### src/rtl/fetch_pkg.sv
// Shared types and constants for the instruction fetch buffer.
package fetch_pkg;

  localparam int INSTR_W         = 32;
  localparam int BYTES_PER_INSTR = 4;
  localparam int PC_INC          = 4;

  typedef enum logic {
    IDLE  = 1'b0,
    ISSUE = 1'b1
  } fetch_state_e;

  typedef struct packed {
    logic [INSTR_W-1:0] instr;
    logic [31:0]        pc;
  } fetch_entry_t;

endpackage

### src/rtl/fetch_fifo.sv
// Show-ahead FIFO of assembled instruction words with their PCs.
// Entries are cleared on reset so the head reads as all-zero until the
// first push; a flush only rewinds the pointers.
module fetch_fifo
  import fetch_pkg::*;
#(
  parameter int DEPTH = 4
) (
  input  logic                   clk,
  input  logic                   reset,
  input  logic                   flush,
  input  logic                   push,
  input  fetch_entry_t           push_data,
  input  logic                   pop,
  output fetch_entry_t           head,
  output logic [$clog2(DEPTH):0] count
);

  localparam int PTR_W = $clog2(DEPTH);

  fetch_entry_t     mem_reg [DEPTH];
  logic [PTR_W-1:0] wr_ptr_reg;
  logic [PTR_W-1:0] rd_ptr_reg;
  logic [PTR_W:0]   count_reg;

  // Storage, pointers and occupancy; flush wins over push/pop.
  always_ff @(posedge clk or negedge reset) begin
    if (!reset) begin
      for (int i = 0; i < DEPTH; i++) mem_reg[i] <= '0;
      wr_ptr_reg <= '0;
      rd_ptr_reg <= '0;
      count_reg  <= '0;
    end else if (flush) begin
      wr_ptr_reg <= '0;
      rd_ptr_reg <= '0;
      count_reg  <= '0;
    end else begin
      if (push) begin
        mem_reg[wr_ptr_reg] <= push_data;
        wr_ptr_reg          <= wr_ptr_reg + PTR_W'(1);
      end
      if (pop) rd_ptr_reg <= rd_ptr_reg + PTR_W'(1);
      if (push && !pop)      count_reg <= count_reg + (PTR_W+1)'(1);
      else if (pop && !push) count_reg <= count_reg - (PTR_W+1)'(1);
    end
  end

  assign head  = mem_reg[rd_ptr_reg];
  assign count = count_reg;

endmodule

### src/rtl/instr_fetch_buffer.sv
// Byte-serial instruction fetch: reads IMEM one byte per cycle, assembles
// little-endian 32-bit words and queues them for IF/ID.
// Optional macro FETCH_BYPASS_EN: a word completing into an empty FIFO is
// presented on out_* in its arrival cycle instead of one cycle later.
module instr_fetch_buffer
  import fetch_pkg::*;
#(
  parameter int          ADDR_W   = 8,
  parameter int          DEPTH    = 4,
  parameter logic [31:0] RESET_PC = 32'h0000_0000
) (
  input  logic              clk,
  input  logic              reset,
  output logic              mem_rd,
  output logic [ADDR_W-1:0] mem_addr,
  input  logic [7:0]        mem_rdata,
  input  logic              stall,
  input  logic              redirect,
  input  logic [31:0]       redirect_pc,
  output logic              out_valid,
  output logic [31:0]       out_instr,
  output logic [31:0]       out_pc,
  output logic [31:0]       out_pc_next
);

  localparam int               CNT_W     = $clog2(DEPTH) + 1;
  localparam int               RES_W     = CNT_W + 1;
  localparam logic [RES_W-1:0] DEPTH_R   = RES_W'(DEPTH);
  localparam logic [1:0]       LAST_BYTE = 2'(BYTES_PER_INSTR - 1);

  fetch_state_e state_reg, state_next;
  logic [31:0]  fetch_pc_reg, fetch_pc_next;
  logic [1:0]   byte_cnt_reg, byte_cnt_next;
  logic         resp_valid_reg;
  logic [1:0]   resp_idx_reg;
  logic [31:0]  resp_pc_reg;
  logic [2:0][7:0] lane_reg;

  logic [CNT_W-1:0] fifo_count;
  logic [RES_W-1:0] reserved_idle, reserved_word;
  fetch_entry_t     fifo_head, word_entry;
  logic             issue, word_done, fifo_empty, fifo_push, fifo_pop;
  logic             unused_redirect_lsbs;

  assign unused_redirect_lsbs = ^redirect_pc[1:0];

  assign issue    = (state_reg == ISSUE);
  assign mem_rd   = issue;
  assign mem_addr = issue ? fetch_pc_reg[ADDR_W-1:0] + ADDR_W'(byte_cnt_reg) : '0;

  // Slots already promised: queued words plus a word whose last byte is still returning.
  assign reserved_idle = RES_W'(fifo_count) + RES_W'(resp_valid_reg);
  assign reserved_word = RES_W'(fifo_count) + RES_W'(1);

  // Next-state logic; redirect overrides everything and restarts issue.
  always_comb begin
    state_next    = state_reg;
    fetch_pc_next = fetch_pc_reg;
    byte_cnt_next = byte_cnt_reg;
    case (state_reg)
      IDLE: begin
        if (reserved_idle < DEPTH_R) state_next = ISSUE;
      end
      ISSUE: begin
        byte_cnt_next = byte_cnt_reg + 2'd1;
        if (byte_cnt_reg == LAST_BYTE) begin
          fetch_pc_next = fetch_pc_reg + 32'(PC_INC);
          if (!(reserved_word < DEPTH_R)) state_next = IDLE;
        end
      end
      default: state_next = IDLE;
    endcase
    if (redirect) begin
      fetch_pc_next = {redirect_pc[31:2], 2'b00};
      byte_cnt_next = 2'd0;
      state_next    = ISSUE;
    end
  end

  // Fetch FSM state, PC and byte counter registers.
  always_ff @(posedge clk or negedge reset) begin
    if (!reset) begin
      state_reg    <= IDLE;
      fetch_pc_reg <= RESET_PC;
      byte_cnt_reg <= 2'd0;
    end else begin
      state_reg    <= state_next;
      fetch_pc_reg <= fetch_pc_next;
      byte_cnt_reg <= byte_cnt_next;
    end
  end

  // Response pipe tracks which lane the returning byte fills; redirect drops it.
  always_ff @(posedge clk or negedge reset) begin
    if (!reset) begin
      resp_valid_reg <= 1'b0;
      resp_idx_reg   <= 2'd0;
      resp_pc_reg    <= 32'd0;
      lane_reg       <= '0;
    end else begin
      resp_valid_reg <= issue && !redirect;
      resp_idx_reg   <= byte_cnt_reg;
      if (issue && byte_cnt_reg == LAST_BYTE) resp_pc_reg <= fetch_pc_reg;
      if (redirect) begin
        lane_reg <= '0;
      end else if (resp_valid_reg) begin
        case (resp_idx_reg)
          2'd0:    lane_reg[0] <= mem_rdata;
          2'd1:    lane_reg[1] <= mem_rdata;
          2'd2:    lane_reg[2] <= mem_rdata;
          default: ;
        endcase
      end
    end
  end

  assign word_done        = resp_valid_reg && (resp_idx_reg == LAST_BYTE);
  assign word_entry.instr = {mem_rdata, lane_reg};
  assign word_entry.pc    = resp_pc_reg;
  assign fifo_empty       = (fifo_count == '0);

`ifdef FETCH_BYPASS_EN
  logic bypass;
  assign bypass    = word_done && fifo_empty;
  assign out_valid = !fifo_empty || bypass;
  assign out_instr = bypass ? word_entry.instr : fifo_head.instr;
  assign out_pc    = bypass ? word_entry.pc : fifo_head.pc;
  assign fifo_pop  = !fifo_empty && !stall && !redirect;
  assign fifo_push = word_done && !redirect && !(bypass && !stall);
`else
  assign out_valid = !fifo_empty;
  assign out_instr = fifo_head.instr;
  assign out_pc    = fifo_head.pc;
  assign fifo_pop  = out_valid && !stall && !redirect;
  assign fifo_push = word_done && !redirect;
`endif

  assign out_pc_next = out_valid ? out_pc + 32'(PC_INC) : 32'd0;

  fetch_fifo #(
    .DEPTH (DEPTH)
  ) u_fifo (
    .clk       (clk),
    .reset     (reset),
    .flush     (redirect),
    .push      (fifo_push),
    .push_data (word_entry),
    .pop       (fifo_pop),
    .head      (fifo_head),
    .count     (fifo_count)
  );

endmodule
### config.mk
export PLATFORM = sky130hd
export DESIGN_NAME = instr_fetch_buffer
export DESIGN_NICKNAME = d
export VERILOG_FILES = /design/src/rtl/fetch_pkg.sv /design/src/rtl/fetch_fifo.sv /design/src/rtl/instr_fetch_buffer.sv
export SDC_FILE = /design/constraint.sdc
export NUM_CORES = 1
export LEC_CHECK = 0
export BUFFER_PORTS_ARGS = -buffer_cell sky130_fd_sc_hd__clkbuf_2
export CORE_UTILIZATION = 38
export CTS_CLUSTER_SIZE = 30
export DETAILED_ROUTE_END_ITERATION = 8
export GPL_TIMING_DRIVEN = 0
export HOLD_SLACK_MARGIN = 0.08
export PLACE_DENSITY = 0.64
export SYNTH_ARGS = -nofsm -noshare
export SYNTH_HDL_FRONTEND = slang
export SYNTH_SLANG_ARGS = --single-unit
### constraint.sdc
create_clock -name clk -period 4.1 [get_ports clk]
set_input_delay 0.205 -clock clk [delete_from_list [all_inputs] [get_ports clk]]
set_output_delay 0.205 -clock clk [all_outputs]
set_load 0.01 [all_outputs]
==> impl_results.md <==
- Non-filler cells, final: 1,928
- Fin util: 46.1%
- Synth Area per Inst: around 14 sq um
- Max Cap Viol: 0
- Hold Crit Class: input pin to register
- Clk sinks: roughly 350
- Startpoint Class: register
- CTS tree: yes
- Sequential Power Share: 40.7%
- Clock-pin transition on the worst setup and hold timing paths: approximately 60 ps
- Clk_lat worst skew: ~540 ps
- Syn Inst Count: between 1k and 1.5k
- Die span in y: around 210 microns
- Switching Power: 3.22 mW
- CTS Buf Count: 38
- Leak Pwr: slightly below 9 nW
- DR DRC count: 28
- Tcrit/Tclk final: between 90% and 100%
- Max_slew headroom: approximately 34%
- Initial DRT Pass Iterations: 7
- First-pass GRT wire length: 61,800 microns
- # port buffers: 142
- CP endpoint kind: primary output
- # nets final: roughly 1.4k
- Synth warn: 0
- Die area: between 40,000 and 50,000 sq um
- Synthesized area: 15,900 sq um
- Placed cell areas: around 17,000 sq um
- Fin crit period: 3900 ps
- Total track usage: roughly a fifth
- # setup viols final: 0
- Antenna viol nets, final: 0
- Bufs and invs on worst path: 4
- Layout area overhead: 19.1%
- Chip width: ~210 microns
- CP top delay family: simple AND/OR/NAND/NOR gates
- WP data required: slightly below 4000 ps
- Routed length per placed instance: between 20 and 25 microns
- Placed cell count: between 1.5k and 2k
- Post-CTS Setup Inserts: 0
- CP Cell Sequence: buf_6, buf_6, mux4_2, ha_1, nand4_1, or4_1, buf_2, or4_1, a21oi_1, clkbuf_2
- Max-slew violations: 0
- Setup TNS: 0 ps
- Antenna violations before repair: 1
- Fmax: between 200 and 300 MHz
- RSZ-0062 raised after global routing: no
- Max incr delay on CP: a little over 600 ps
- Status: finished with violations
- Main synth FF type: dfrtp_1
- Critical path arrival: 3700 ps
- EDFF count, synth: 0
- CP max stage cell: or4_1
- DP HPWL: approximately 27,000 microns
- Number of global-route vias before repair: around 11k
- Final wirelength: between 30,000 and 40,000 microns
- Worst-Margin Slew: about 990 ps
- Worst-path fanout max: 10
- Failing checks: DRC
- Max reg flops: ~250
- Via count: around 10k
- CTS HTree Levels: 2
- Hold Violations, Final: 0
- Initial DRC Count: 773
- Clock Skews: 17.2 ps
- CTS Buffer Depth: 3
- Share of cells above drive strength 1: about two fifths
- Clk pwr share: 32.9%
- Core area: about 41,000 sq um
- Seq cells post-synth: 345
- RD Place Congestion: 0.840
- Crit path kind: register to primary output
- Post-synth ARST share: between 90% and 100%
- Sw Share: around a third
- Pint: between 6 and 7 mW
- Inserted Diodes: 0
- Comb power frac: between 20% and 30%
- Largest net degree at the start of global routing: between 100 and 150
- Register area share after synthesis: a little over half
- Peak supply drop: 377 uV
- Clk root buf: clkbuf_16
- Post-route design area: between 15,000 and 20,000 sq um
- Pwr/cell area: 538 nW/um^2
- GRT overflow: 0
- Initial Utilization: 38.7%
- Synth unique cells: 48
- Io pins: 150
- Tot Pwr: 10.2 mW
- Via density per instance: roughly 5.4
- Row cnt: 74
## cell usage after synthesis (2+ instances only)
cell,n,area [sq um]
nand2_1,60,225
and4_1,7,61.3
nand4_1,11,68.8
clkbuf_1,49,184
or3_1,18,113
buf_4,5,37.5
inv_1,13,48.8
ha_1,7,87.6
xnor2_1,28,245
nand2b_1,3,18.8
a31oi_1,8,50.1
nor2_1,65,244
mux2_2,273,3070
dfrtp_1,345,8630
nor3_1,12,60.1
mux4_2,61,1370
buf_1,5,18.8
a21oi_1,13,65.1
and2_1,12,75.1
o21ai_0,42,210
mux2i_1,30,300
buf_2,2,10.0
buf_6,7,78.8
nand3_1,20,100
and3_1,2,12.5
xor2_1,13,114
o31ai_1,4,30.0
nand3b_1,2,15.0
or4_1,7,52.6
nor4_1,8,50.1
## cell families after synthesis
logic type	after synthesis	synth area share (%)
mux	365	30.1
flops	345	54.4
simple gates	236	7.59
buf+inv	84	2.56
compound gates	70	2.40
xor+xnor	41	2.26
fa+ha+maj	8	0.678
other cells	1	0.0236
## tightest hold or removal path, cell delays in order
cell and delay, ps:
clkbuf_2 180, mux2i_1 160, nor2_1 50
## routing by layer
layer / vias up / GRT usage, % / share of wire, %
li1: 4629 / - / -
met5: - / 0 / 0.033
met2: 247 / 30.4 / 47
met3: 72 / 3.15 / 4.2
met1: 5397 / 26.6 / 46
met4: 2 / 7.35 / 3.3
## area by class of cell
cell class,instances,area (sq um)
plain buffers,70,354
clock buffers,54,1090
clock inverters,9,103
fillers,3688,22100
inverters,14,52.6
multi-input cells,724,6840
flip-flops and latches,345,8630
well taps,532,666
repair buffers,180,1150
## worst paths after layout
path | startpoint | end | slack [ps] | cells after the start
min in group asynchronous | reset | u_fifo.mem_reg[230] | 320 | 3
worst min register to register | byte_cnt_reg[1] | resp_idx_reg[1] | 440 | 0
worst max-delay path | u_fifo.rd_ptr_reg[0] | out_pc_next[28] | 200 | 10
worst max register to register | mem_rd | fetch_pc_reg[25] | 1250 | 7
max in group asynchronous | reset | fetch_pc_reg[4] | 2990 | 3
worst min-delay path | mem_rdata[4] | lane_reg[12] | 110 | 3
## what timing repair did
item	CTS	global route
hold endpoints to repair	390	0
endpoints found under the setup margin	0	0
hold buffers	35	0
gates resized for setup	0	0
## per-stage QoR
step	hold WS, ps	setup WS, ps
3_3_place_gp	415	-4640
3_5_place_dp	74.2	759
6_report	110	198
2_1_floorplan	-90.6	1180
5_1_grt	98.8	9.80
4_1_cts	90.7	161
## power by group through the flow
stage	Clock, mW	Sequential, mW	Combinational [mW]
after floorplan	0	4.07	1.73
after global placement	0	4.17	2.62
after detailed placement	0	4.19	2.67
after CTS	3.42	4.13	2.71
after global routing	3.57	4.19	2.92
final	3.34	4.14	2.68
## cell usage in the layout (no fill, tap or decap), types with 3 or more instances in the layout
| cell | Yosys | layout |
|---|---|---|
| clkbuf_16 | 0 | 41 |
| buf_6 | 7 | 7 |
| buf_4 | 5 | 5 |
| nor2_1 | 65 | 65 |
| buf_1 | 5 | 5 |
| or3_1 | 18 | 18 |
| nor3_1 | 12 | 12 |
| mux4_2 | 61 | 61 |
| nor4_1 | 8 | 8 |
| xor2_1 | 13 | 13 |
| clkbuf_2 | 1 | 142 |
| conb_1 | 1 | 4 |
| clkinv_2 | 0 | 5 |
| dfrtp_1 | 345 | 345 |
| clkbuf_1 | 49 | 60 |
| nand3_1 | 20 | 20 |
| nand2b_1 | 3 | 3 |
| mux2_2 | 273 | 273 |
| dlygate4sd3_1 | 0 | 35 |
| a21oi_1 | 13 | 13 |
| and2_1 | 12 | 12 |
| mux2i_1 | 30 | 30 |
| clkbuf_8 | 0 | 3 |
| buf_16 | 0 | 3 |
| xnor2_1 | 28 | 28 |
| o31ai_1 | 4 | 4 |
| nand4_1 | 11 | 11 |
| nand2_1 | 60 | 60 |
| inv_1 | 13 | 13 |
| and4_1 | 7 | 7 |
| or4_1 | 7 | 7 |
| a31oi_1 | 8 | 8 |
| ha_1 | 7 | 7 |
| o21ai_0 | 42 | 42 |
(Power assumes the default switching activity.)
